`config.mk`:
```
export PLATFORM = sky130hd
export DESIGN_NAME = lfsr_ram_feeder
export DESIGN_NICKNAME = d
export VERILOG_FILES = /design/src/rtl/lfsr_ram_pkg.sv /design/src/rtl/lfsr_ram_feeder_sync_ram.sv /design/src/rtl/lfsr_ram_feeder.sv
export SDC_FILE = /design/constraint.sdc
export NUM_CORES = 1
export LEC_CHECK = 0
export CAP_MARGIN = 25
export CELL_PAD_IN_SITES_DETAIL_PLACEMENT = 0
export CELL_PAD_IN_SITES_GLOBAL_PLACEMENT = 1
export CORE_MARGIN = 2
export CORE_UTILIZATION = 50
export DETAILED_ROUTE_END_ITERATION = 16
export DONT_BUFFER_PORTS = 1
export PLACE_DENSITY = 0.78
export SLEW_MARGIN = 20
export SYNTH_ARGS = -nofsm -noshare
export SYNTH_HDL_FRONTEND = slang
export SYNTH_SLANG_ARGS = --single-unit
```
`constraint.sdc`:
```
create_clock -name i_clk -period 2.1 [get_ports i_clk]
set_input_delay 0.42 -clock i_clk [delete_from_list [all_inputs] [get_ports i_clk]]
set_output_delay 0.42 -clock i_clk [all_outputs]
set_load 0.01 [all_outputs]
```
`src/rtl/lfsr_ram_pkg.sv`:
```
// rtl/lfsr_ram_pkg.sv - shared types, constants and LFSR helpers for lfsr_ram_feeder
package lfsr_ram_pkg;

  typedef enum logic [2:0] {
    ST_IDLE = 3'd0,
    ST_FILL = 3'd1,
    ST_RD   = 3'd2,
    ST_SEND = 3'd3,
    ST_WAIT = 3'd4,
    ST_GAP  = 3'd5,
    ST_DONE = 3'd6
  } state_t;

  localparam int                LFSR_W       = 3;
  localparam int                LFSR_TAP_HI  = 2;
  localparam int                LFSR_TAP_LO  = 1;
  localparam logic [LFSR_W-1:0] DEFAULT_SEED = 3'b001;
  localparam logic [3:0]        WD_LIMIT     = 4'd15;

  function automatic logic [LFSR_W-1:0] lfsr_next(input logic [LFSR_W-1:0] q);
    return {q[LFSR_W-2:0], q[LFSR_TAP_HI] ^ q[LFSR_TAP_LO]};
  endfunction

  // The all-zero state is a lock-up state of the LFSR.
  function automatic logic [LFSR_W-1:0] fix_seed(input logic [LFSR_W-1:0] s);
    return (s == '0) ? DEFAULT_SEED : s;
  endfunction

endpackage

```
`src/rtl/lfsr_ram_feeder_sync_ram.sv`:
```
// rtl/lfsr_ram_feeder_sync_ram.sv - single-port RAM, synchronous write, registered read
module sync_ram
  import lfsr_ram_pkg::*;
#(
  parameter int DEPTH  = 16,
  parameter int ADDR_W = 4
) (
  input  logic              i_clk,
  input  logic              i_we,
  input  logic [ADDR_W-1:0] i_addr,
  input  logic [LFSR_W-1:0] i_wdata,
  output logic [LFSR_W-1:0] o_rdata
);

  logic [LFSR_W-1:0] r_mem [DEPTH];

  always_ff @(posedge i_clk) begin
    if (i_we) begin
      r_mem[i_addr] <= i_wdata;
    end
    o_rdata <= r_mem[i_addr];
  end

endmodule

```
`src/rtl/lfsr_ram_feeder.sv`:
```
// rtl/lfsr_ram_feeder.sv - fills a RAM with an LFSR sequence and replays it to a checker
// Optional watchdog on the checker handshake: LFSR_RAM_FEEDER_TIMEOUT_EN
module lfsr_ram_feeder
  import lfsr_ram_pkg::*;
#(
  parameter int                DEPTH     = 16,
  parameter int                ADDR_W    = 4,
  parameter logic [LFSR_W-1:0] LFSR_SEED = DEFAULT_SEED
) (
  input  logic              i_clk,
  input  logic              i_rstn,
  input  logic              i_start,
  output logic [LFSR_W-1:0] o_data,
  output logic              o_flag,
  input  logic              i_err,
  input  logic              i_err_done,
  output logic              o_busy,
  output logic              o_done,
  output logic [ADDR_W:0]   o_err_count
`ifdef LFSR_RAM_FEEDER_TIMEOUT_EN
  ,
  output logic              o_timeout
`endif
);

  localparam logic [LFSR_W-1:0] SEED_EFF = fix_seed(LFSR_SEED);
  localparam logic [ADDR_W-1:0] LAST     = ADDR_W'(DEPTH - 1);
  localparam logic [ADDR_W:0]   CNT_MAX  = (ADDR_W + 1)'(DEPTH);

  state_t              r_state;
  logic [ADDR_W-1:0]   r_addr;
  logic [LFSR_W-1:0]   r_lfsr;
  logic [LFSR_W-1:0]   w_rdata;
  logic                w_we;
`ifdef LFSR_RAM_FEEDER_TIMEOUT_EN
  logic [3:0]          r_wd;
`endif

  assign w_we = (r_state == ST_FILL);

  sync_ram #(
    .DEPTH  (DEPTH),
    .ADDR_W (ADDR_W)
  ) u_ram (
    .i_clk   (i_clk),
    .i_we    (w_we),
    .i_addr  (r_addr),
    .i_wdata (r_lfsr),
    .o_rdata (w_rdata)
  );

  always_ff @(posedge i_clk) begin
    if (!i_rstn) begin
      r_state     <= ST_IDLE;
      r_addr      <= '0;
      r_lfsr      <= SEED_EFF;
      o_data      <= '0;
      o_flag      <= 1'b0;
      o_busy      <= 1'b0;
      o_done      <= 1'b0;
      o_err_count <= '0;
`ifdef LFSR_RAM_FEEDER_TIMEOUT_EN
      r_wd        <= '0;
      o_timeout   <= 1'b0;
`endif
    end else begin
      o_flag <= 1'b0;
      case (r_state)
        ST_IDLE, ST_DONE: begin
          if (i_start) begin
            r_state     <= ST_FILL;
            r_addr      <= '0;
            r_lfsr      <= SEED_EFF;
            o_err_count <= '0;
            o_busy      <= 1'b1;
            o_done      <= 1'b0;
`ifdef LFSR_RAM_FEEDER_TIMEOUT_EN
            o_timeout   <= 1'b0;
`endif
          end
        end
        ST_FILL: begin
          r_lfsr <= lfsr_next(r_lfsr);
          if (r_addr == LAST) begin
            r_addr  <= '0;
            r_state <= ST_RD;
          end else begin
            r_addr <= r_addr + 1'b1;
          end
        end
        ST_RD: begin
          r_state <= ST_SEND;
        end
        // RAM output is valid here, one cycle after the read address was held in RD.
        ST_SEND: begin
          o_data  <= w_rdata;
          o_flag  <= 1'b1;
          r_state <= ST_WAIT;
`ifdef LFSR_RAM_FEEDER_TIMEOUT_EN
          r_wd    <= '0;
`endif
        end
        ST_WAIT: begin
          if (i_err_done) begin
            if (i_err && (o_err_count != CNT_MAX)) begin
              o_err_count <= o_err_count + 1'b1;
            end
            if (r_addr == LAST) begin
              r_state <= ST_DONE;
              o_busy  <= 1'b0;
              o_done  <= 1'b1;
            end else begin
              r_addr  <= r_addr + 1'b1;
              r_state <= ST_GAP;
            end
          end
`ifdef LFSR_RAM_FEEDER_TIMEOUT_EN
          else if (r_wd == WD_LIMIT - 4'd1) begin
            o_timeout <= 1'b1;
            r_state   <= ST_DONE;
            o_busy    <= 1'b0;
            o_done    <= 1'b1;
          end else begin
            r_wd <= r_wd + 1'b1;
          end
`endif
        end
        ST_GAP: begin
          r_state <= ST_RD;
        end
        default: begin
          r_state <= ST_IDLE;
          o_busy  <= 1'b0;
          o_done  <= 1'b0;
        end
      endcase
    end
  end

endmodule

```
After elaboration in Yosys (flattened, before gate mapping)
Memory sizes are Yosys's and may differ from the RTL's. A register that Yosys moved wholly into a read port is not among the register bits.
Index checks and enable logic that the tools add are counted.
{"block": "word_totals", "input_bits": 5, "mem_count": 1, "word_cells": 65, "regBits": 21, "output_inout_bits": 11, "ramBits": 48}
{"memory": "u_ram.r_mem", "words": 16, "word_bits": 3, "rd": 1, "rd_clocked_by_memory_dff": 1, "write_ports": 1, "line": "lfsr_ram_feeder_sync_ram.sv:15", "text": "logic [LFSR_W-1:0] r_mem [DEPTH];"}
{"block": "op_classes", "bitwise_logic": 2, "n_addsub": 2, "n_mux": 26, "n_reduce_logical": 12, "eq_ne": 14}
{"operator": "$pmux W3 S6", "n": 1}
{"operator": "$mux W4", "n": 4}
{"operator": "$mux W5", "n": 3}
{"operator": "$ne A2 B2 Y1 const B", "n": 6}
{"operator": "$pmux W4 S3", "n": 1}
{"operator": "$reduce_and A4 Y1", "n": 3}
{"operator": "$pmux W5 S2", "n": 1}
{"operator": "$eq A3 B3 Y1 const B", "n": 3}
{"operator": "$mux W1", "n": 9}
{"operator": "$mux W3", "n": 3}
{"operator": "$eq A3 B2 Y1 const B", "n": 2}
{"operator": "$pmux W1 S3", "n": 2}
{"operator": "$pmux W3 S2", "n": 1}
{"operator": "$add A5 B1 Y5 const B", "n": 1}
{"operator": "$ne A5 B5 Y1 const B", "n": 1}
{"operator": "$add A4 B1 Y4 const B", "n": 1}
{"operator": "$eq A4 B4 Y1 const B", "n": 1}
{"operator": "$reduce_bool A2 Y1", "n": 2}
{"operator": "$reduce_or A4 Y1", "n": 1}
{"operator": "$eq A3 B1 Y1 const B", "n": 1}
{"operator": "$logic_not A3 Y1", "n": 1}
{"operator": "$reduce_and A3 Y1", "n": 1}
{"operator": "$reduce_bool A3 Y1", "n": 1}
{"operator": "$mux W2", "n": 1}
{"operator": "other kinds (5)", "n": 5}

Logic depth before layout (Yosys ltp)
{"block": "logic_depth", "ltp_word": 5, "ltp_mapped": 6, "mapped_depth_nobuf": 6}

Hierarchy
From an unflattened synthesis, not the netlist that was laid out.
{"block": "unflattened", "hier_cells": 241, "area_unflattened_um2": 3181.8}
{"module": "sync_ram", "instances": 1, "area_per_inst_um2": 2005.7, "cells_per_inst": 107}
{"module": "lfsr_ram_feeder", "instances": 1, "area_per_inst_um2": 1176.1, "cells_per_inst": 134}

Least setup slack after synthesis
No wires, ideal clock.
{"block": "synth_path", "path_type": "register to register", "from": "reg r_addr[0]", "to": "reg u_ram.o_rdata[1], read port of u_ram.r_mem", "path_buffers": 2, "path_stages_with_launch": 5, "path_slack_ps": 361, "arrival_time_ps": 1605, "setup_ps": 134, "cell_sequence": "dfxtp_1 buf_6 buf_12 mux4_1 mux4_2"}
{"item": "start, declared", "line": "lfsr_ram_feeder.sv:31", "text": "logic [ADDR_W-1:0] r_addr;"}
{"item": "start signal, assigned", "line": "lfsr_ram_feeder.sv:88", "text": "r_addr <= r_addr + 1'b1;"}
{"item": "start signal, assigned", "line": "lfsr_ram_feeder.sv:113", "text": "r_addr <= r_addr + 1'b1;"}
{"item": "end, declared", "line": "lfsr_ram_feeder_sync_ram.sv:12", "text": "output logic [LFSR_W-1:0] o_rdata"}

Worst setup path after layout
{"block": "layout_path", "from": "reg r_state[1]", "to": "reg o_done"}
{"block": "layout_via", "elab_chain_cells": 4}
{"item": "start, declared", "line": "lfsr_ram_feeder.sv:30", "text": "state_t r_state;"}
{"item": "start signal, assigned", "line": "lfsr_ram_feeder.sv:54", "text": "r_state <= ST_IDLE;"}
{"item": "start signal, assigned", "line": "lfsr_ram_feeder.sv:71", "text": "r_state <= ST_FILL;"}
{"item": "start signal, assigned", "line": "lfsr_ram_feeder.sv:86", "text": "r_state <= ST_RD;"}
{"item": "$eq A3 B3 Y1, or another cell as far along", "line": "lfsr_ram_feeder.sv:68", "text": "case (r_state)"}
{"item": "$reduce_or A2 Y1 / $reduce_or A4 Y1 (equally long branches)"}
{"item": "$ne A2 B2 Y1 (no line) / $not A1 Y1 (equally long branches)"}
{"item": "$reduce_and A4 Y1 (no line)"}
{"item": "end signal, assigned", "line": "lfsr_ram_feeder.sv:60", "text": "o_done <= 1'b0;"}
{"item": "end signal, assigned", "line": "lfsr_ram_feeder.sv:76", "text": "o_done <= 1'b0;"}
{"item": "end signal, assigned", "line": "lfsr_ram_feeder.sv:111", "text": "o_done <= 1'b1;"}
{"item": "end, declared", "line": "lfsr_ram_feeder.sv:18", "text": "output logic o_done,"}
Several ways; a longest one is shown, not always the timed one.
A chain may end at the register's enable or synchronous reset.

==> impl_metrics.tcl <==
set metrics [dict create \
    top_usage_layer "met2" \
    drc 0 \
    grt_max_degree 19 \
    synth_fp_nets 250 \
    first_iter_violations 147 \
    crit_fanout 18 \
    cts_root_buf "clkbuf_8" \
    final.fill_count 496 \
    rsz0062_at_grt "yes" \
    vias 1914 \
    fmax_mhz 523 \
    overflow 0 \
    synth-seq-cells 72 \
    clock_skew_ns 0.0123 \
    clockBufferDepth 2 \
    reg2reg_depth 4 \
    run_status "finished, final reports clean" \
    clk_pin_slew_ns 0.07 \
    cts_tree "built" \
    final_layout_size_suffix_gt1_frac 0.139 \
    globalRouteMet2Util 0.270 \
    die_w_um 84.2 \
    hold_viol 0 \
    p_leak_nw 1.23 \
    grt_pass1_wl_mm 10.0 \
    synth_flop_cell "edfxtp_1" \
    syn2layout_area_growth_pct 9.81 \
    maxSlewHeadroom 0.529 \
    cp_slowest_cell "dfxtp_1" \
    io_buffers 0 \
    io_pins 16 \
    worstSetupEndpointType "register" \
    syn_avg_cell_area_sq_um 13.5 \
    postRouteAntennaNets 0 \
    hold_ws_ns 0.148 \
    clk_latency_ns 0.35 \
    post_drt_wl_per_cell_um 18.6 \
    synth_area_sq_um 3220 \
    report.final.slew_viol_count 0 \
    start_util 0.512 \
    coreArea_sq_um 6280 \
    cp-startpoint "r_state[1]" \
    async_flop_share 0 \
    grt_use_total 0.186 \
    place.detailed.hpwl_mm 4.15 \
    reg2reg_slack_ns 0.19 \
    crit_end "o_done" \
    viasPerCell 5.84 \
    cp_slowest_stage_delay_ns 0.68 \
    fin_nets 258 \
    gp_congestion 0.816 \
    htreeDepth 3 \
    worst_setup_path_start_kind "register" \
    ys_warn_count 0 \
    synth.distinct_cells 48 \
    use_met3 0.0492 \
    ir_drop_v 0.000473 \
    first_pass_iters 4 \
    grt_antenna_before_repair 0 \
    routed_wl_mm 6.09 \
    r2r_end "o_done" \
    crit_type "reg -> reg" \
    synth-edff-count 48 \
    grt_pass1_vias 1879 \
    setup_viol 0 \
    dieArea_sq_um 7090 \
    period_share 0.911 \
    fp.dieH_um 84.2 \
    maxCapViolCount 0 \
    required_ns 2.32 \
    min_path_type "in -> reg" \
    tightest_slew_ns 0.705 \
    layout_commonest_cell "edfxtp_1" \
    antenna_cells 0 \
    synthCells 238 \
    clock_sinks 72 \
    total_power_mw 2.94 \
    ys_seq_area_frac 0.598 \
    arrival_ns 2.13 \
    grtUsageMet1 0.269 \
    final_period_minus_worst_setup_slack_ns 1.91 \
    numCtsBuffers 9 \
    worstPathCellList "nor4b_1, a211oi_2, o21ai_0, mux2i_1" \
    mostFrequentLayoutCells "48 x edfxtp_1, 24 x dfxtp_1, 23 x nor2_1" \
    timing.rr.start "r_state[1]" \
    power_density_nw_per_um2 833 \
    rows 29 \
]
[cell usage after synthesis (all sizes together), types with 2 or more instances]
cell type / instances / area share
a211oi: 4 / 0.011
a21oi: 8 / 0.012
a22oi: 2 / 0.0047
a41oi: 2 / 0.0054
buf: 5 / 0.014
clkbuf: 8 / 0.0093
dfxtp: 24 / 0.15
edfxtp: 48 / 0.45
ha: 7 / 0.027
inv: 11 / 0.013
mux2i: 6 / 0.019
mux4: 15 / 0.12
nand2: 16 / 0.019
nand2b: 6 / 0.012
nand3: 8 / 0.012
nand4: 4 / 0.0078
nand4bb: 2 / 0.0070
nor2: 23 / 0.027
nor3: 7 / 0.012
nor3b: 4 / 0.011
o21ai: 7 / 0.011
o31ai: 2 / 0.0047
[cell families after synthesis]
| kind of cell | after synthesis | synth area share |
|---|---|---|
| AND/OR/NAND/NOR | 76 | 0.123 |
| flip-flops | 72 | 0.598 |
| AO/OA/AOI/OAI | 37 | 0.0794 |
| buffers and inverters | 24 | 0.0362 |
| multiplexers | 21 | 0.134 |
| adder cells (fa/ha/maj) | 7 | 0.0272 |
| XOR/XNOR | 1 | 0.00272 |
[sequential cells by signal, indices dropped and copies added (netlist names)]
| register | cells |
|---|---|
| o_busy | 1 |
| o_data | 3 |
| o_done | 1 |
| o_err_count | 5 |
| o_flag | 1 |
| r_addr | 4 |
| r_lfsr | 3 |
| r_state | 3 |
| u_ram.o_rdata | 3 |
| u_ram.r_mem | 48 |
[repair_timing]
item	4_1_cts	5_1_grt
setup endpoints to repair	0	2
resized for setup	0	0
hold buffers	0	0
buffers inserted	0	0
[cell type report]
class | instances | area, sq um | area share
inverter | 11 | 41.3 | 0.0117
clock inverter | 7 | 95.1 | 0.0269
timing repair buffer | 10 | 75.1 | 0.0213
tap | 77 | 96.3 | 0.0273
clock buffer | 9 | 124 | 0.0351
sequential | 72 | 1920 | 0.544
multi-input combinational | 142 | 1180 | 0.333
[report_power, final]
part / internal [mW] / total, mW / switching [mW] / leakage (nW)
clock: 0.670 / 1.19 / 0.519 / 0.110
sequential: 1.54 / 1.57 / 0.0304 / 0.649
combinational: 0.0836 / 0.179 / 0.0957 / 0.470
[through the flow]
step / utilization / TNS, ns / setup WS, ns / instances / area [sq um]
after floorplan: - / 0 / 0.361 / 238 / 3220
after global placement: 0.528 / 0 / 0.255 / 312 / 3310
after detailed placement: 0.528 / 0 / 0.211 / 312 / 3310
after CTS: 0.562 / 0 / 0.214 / 328 / 3530
after global routing: 0.562 / -0.0412 / -0.0277 / 328 / 3530
final: 0.562 / 0 / 0.187 / 328 / 3530
[per-layer routing]
layer	part of all wire	routed length, um	vias to the layer above
met3	0.052	317	7
met2	0.45	2760	45
met1	0.48	2930	933
li1	-	-	929
met5	0	0	-
met4	0.014	83	0
[worst min-delay path by stage]
| stage | from | end | slack [ns] | cells after the start |
|---|---|---|---|---|
| 2_1_floorplan | u_ram.o_rdata[0] | o_data[0] | 0.44 | 2 |
| 3_3_place_gp | u_ram.o_rdata[2] | o_data[2] | 0.44 | 2 |
| 3_5_place_dp | u_ram.o_rdata[1] | o_data[1] | 0.45 | 2 |
| 4_1_cts | i_rstn | r_lfsr[0] | 0.13 | 1 |
| 5_1_grt | i_rstn | r_lfsr[0] | 0.13 | 1 |
| 6_report | i_rstn | r_lfsr[0] | 0.15 | 1 |
[critical path: cells and delay by family, from the launching register on]
kind	cells	cell delay, ns
compound gates	2	0.77
mux	1	0.17
simple gates	1	0.17
flops	1	0.68
No activity file was read; power rests on OpenSTA's default activity.
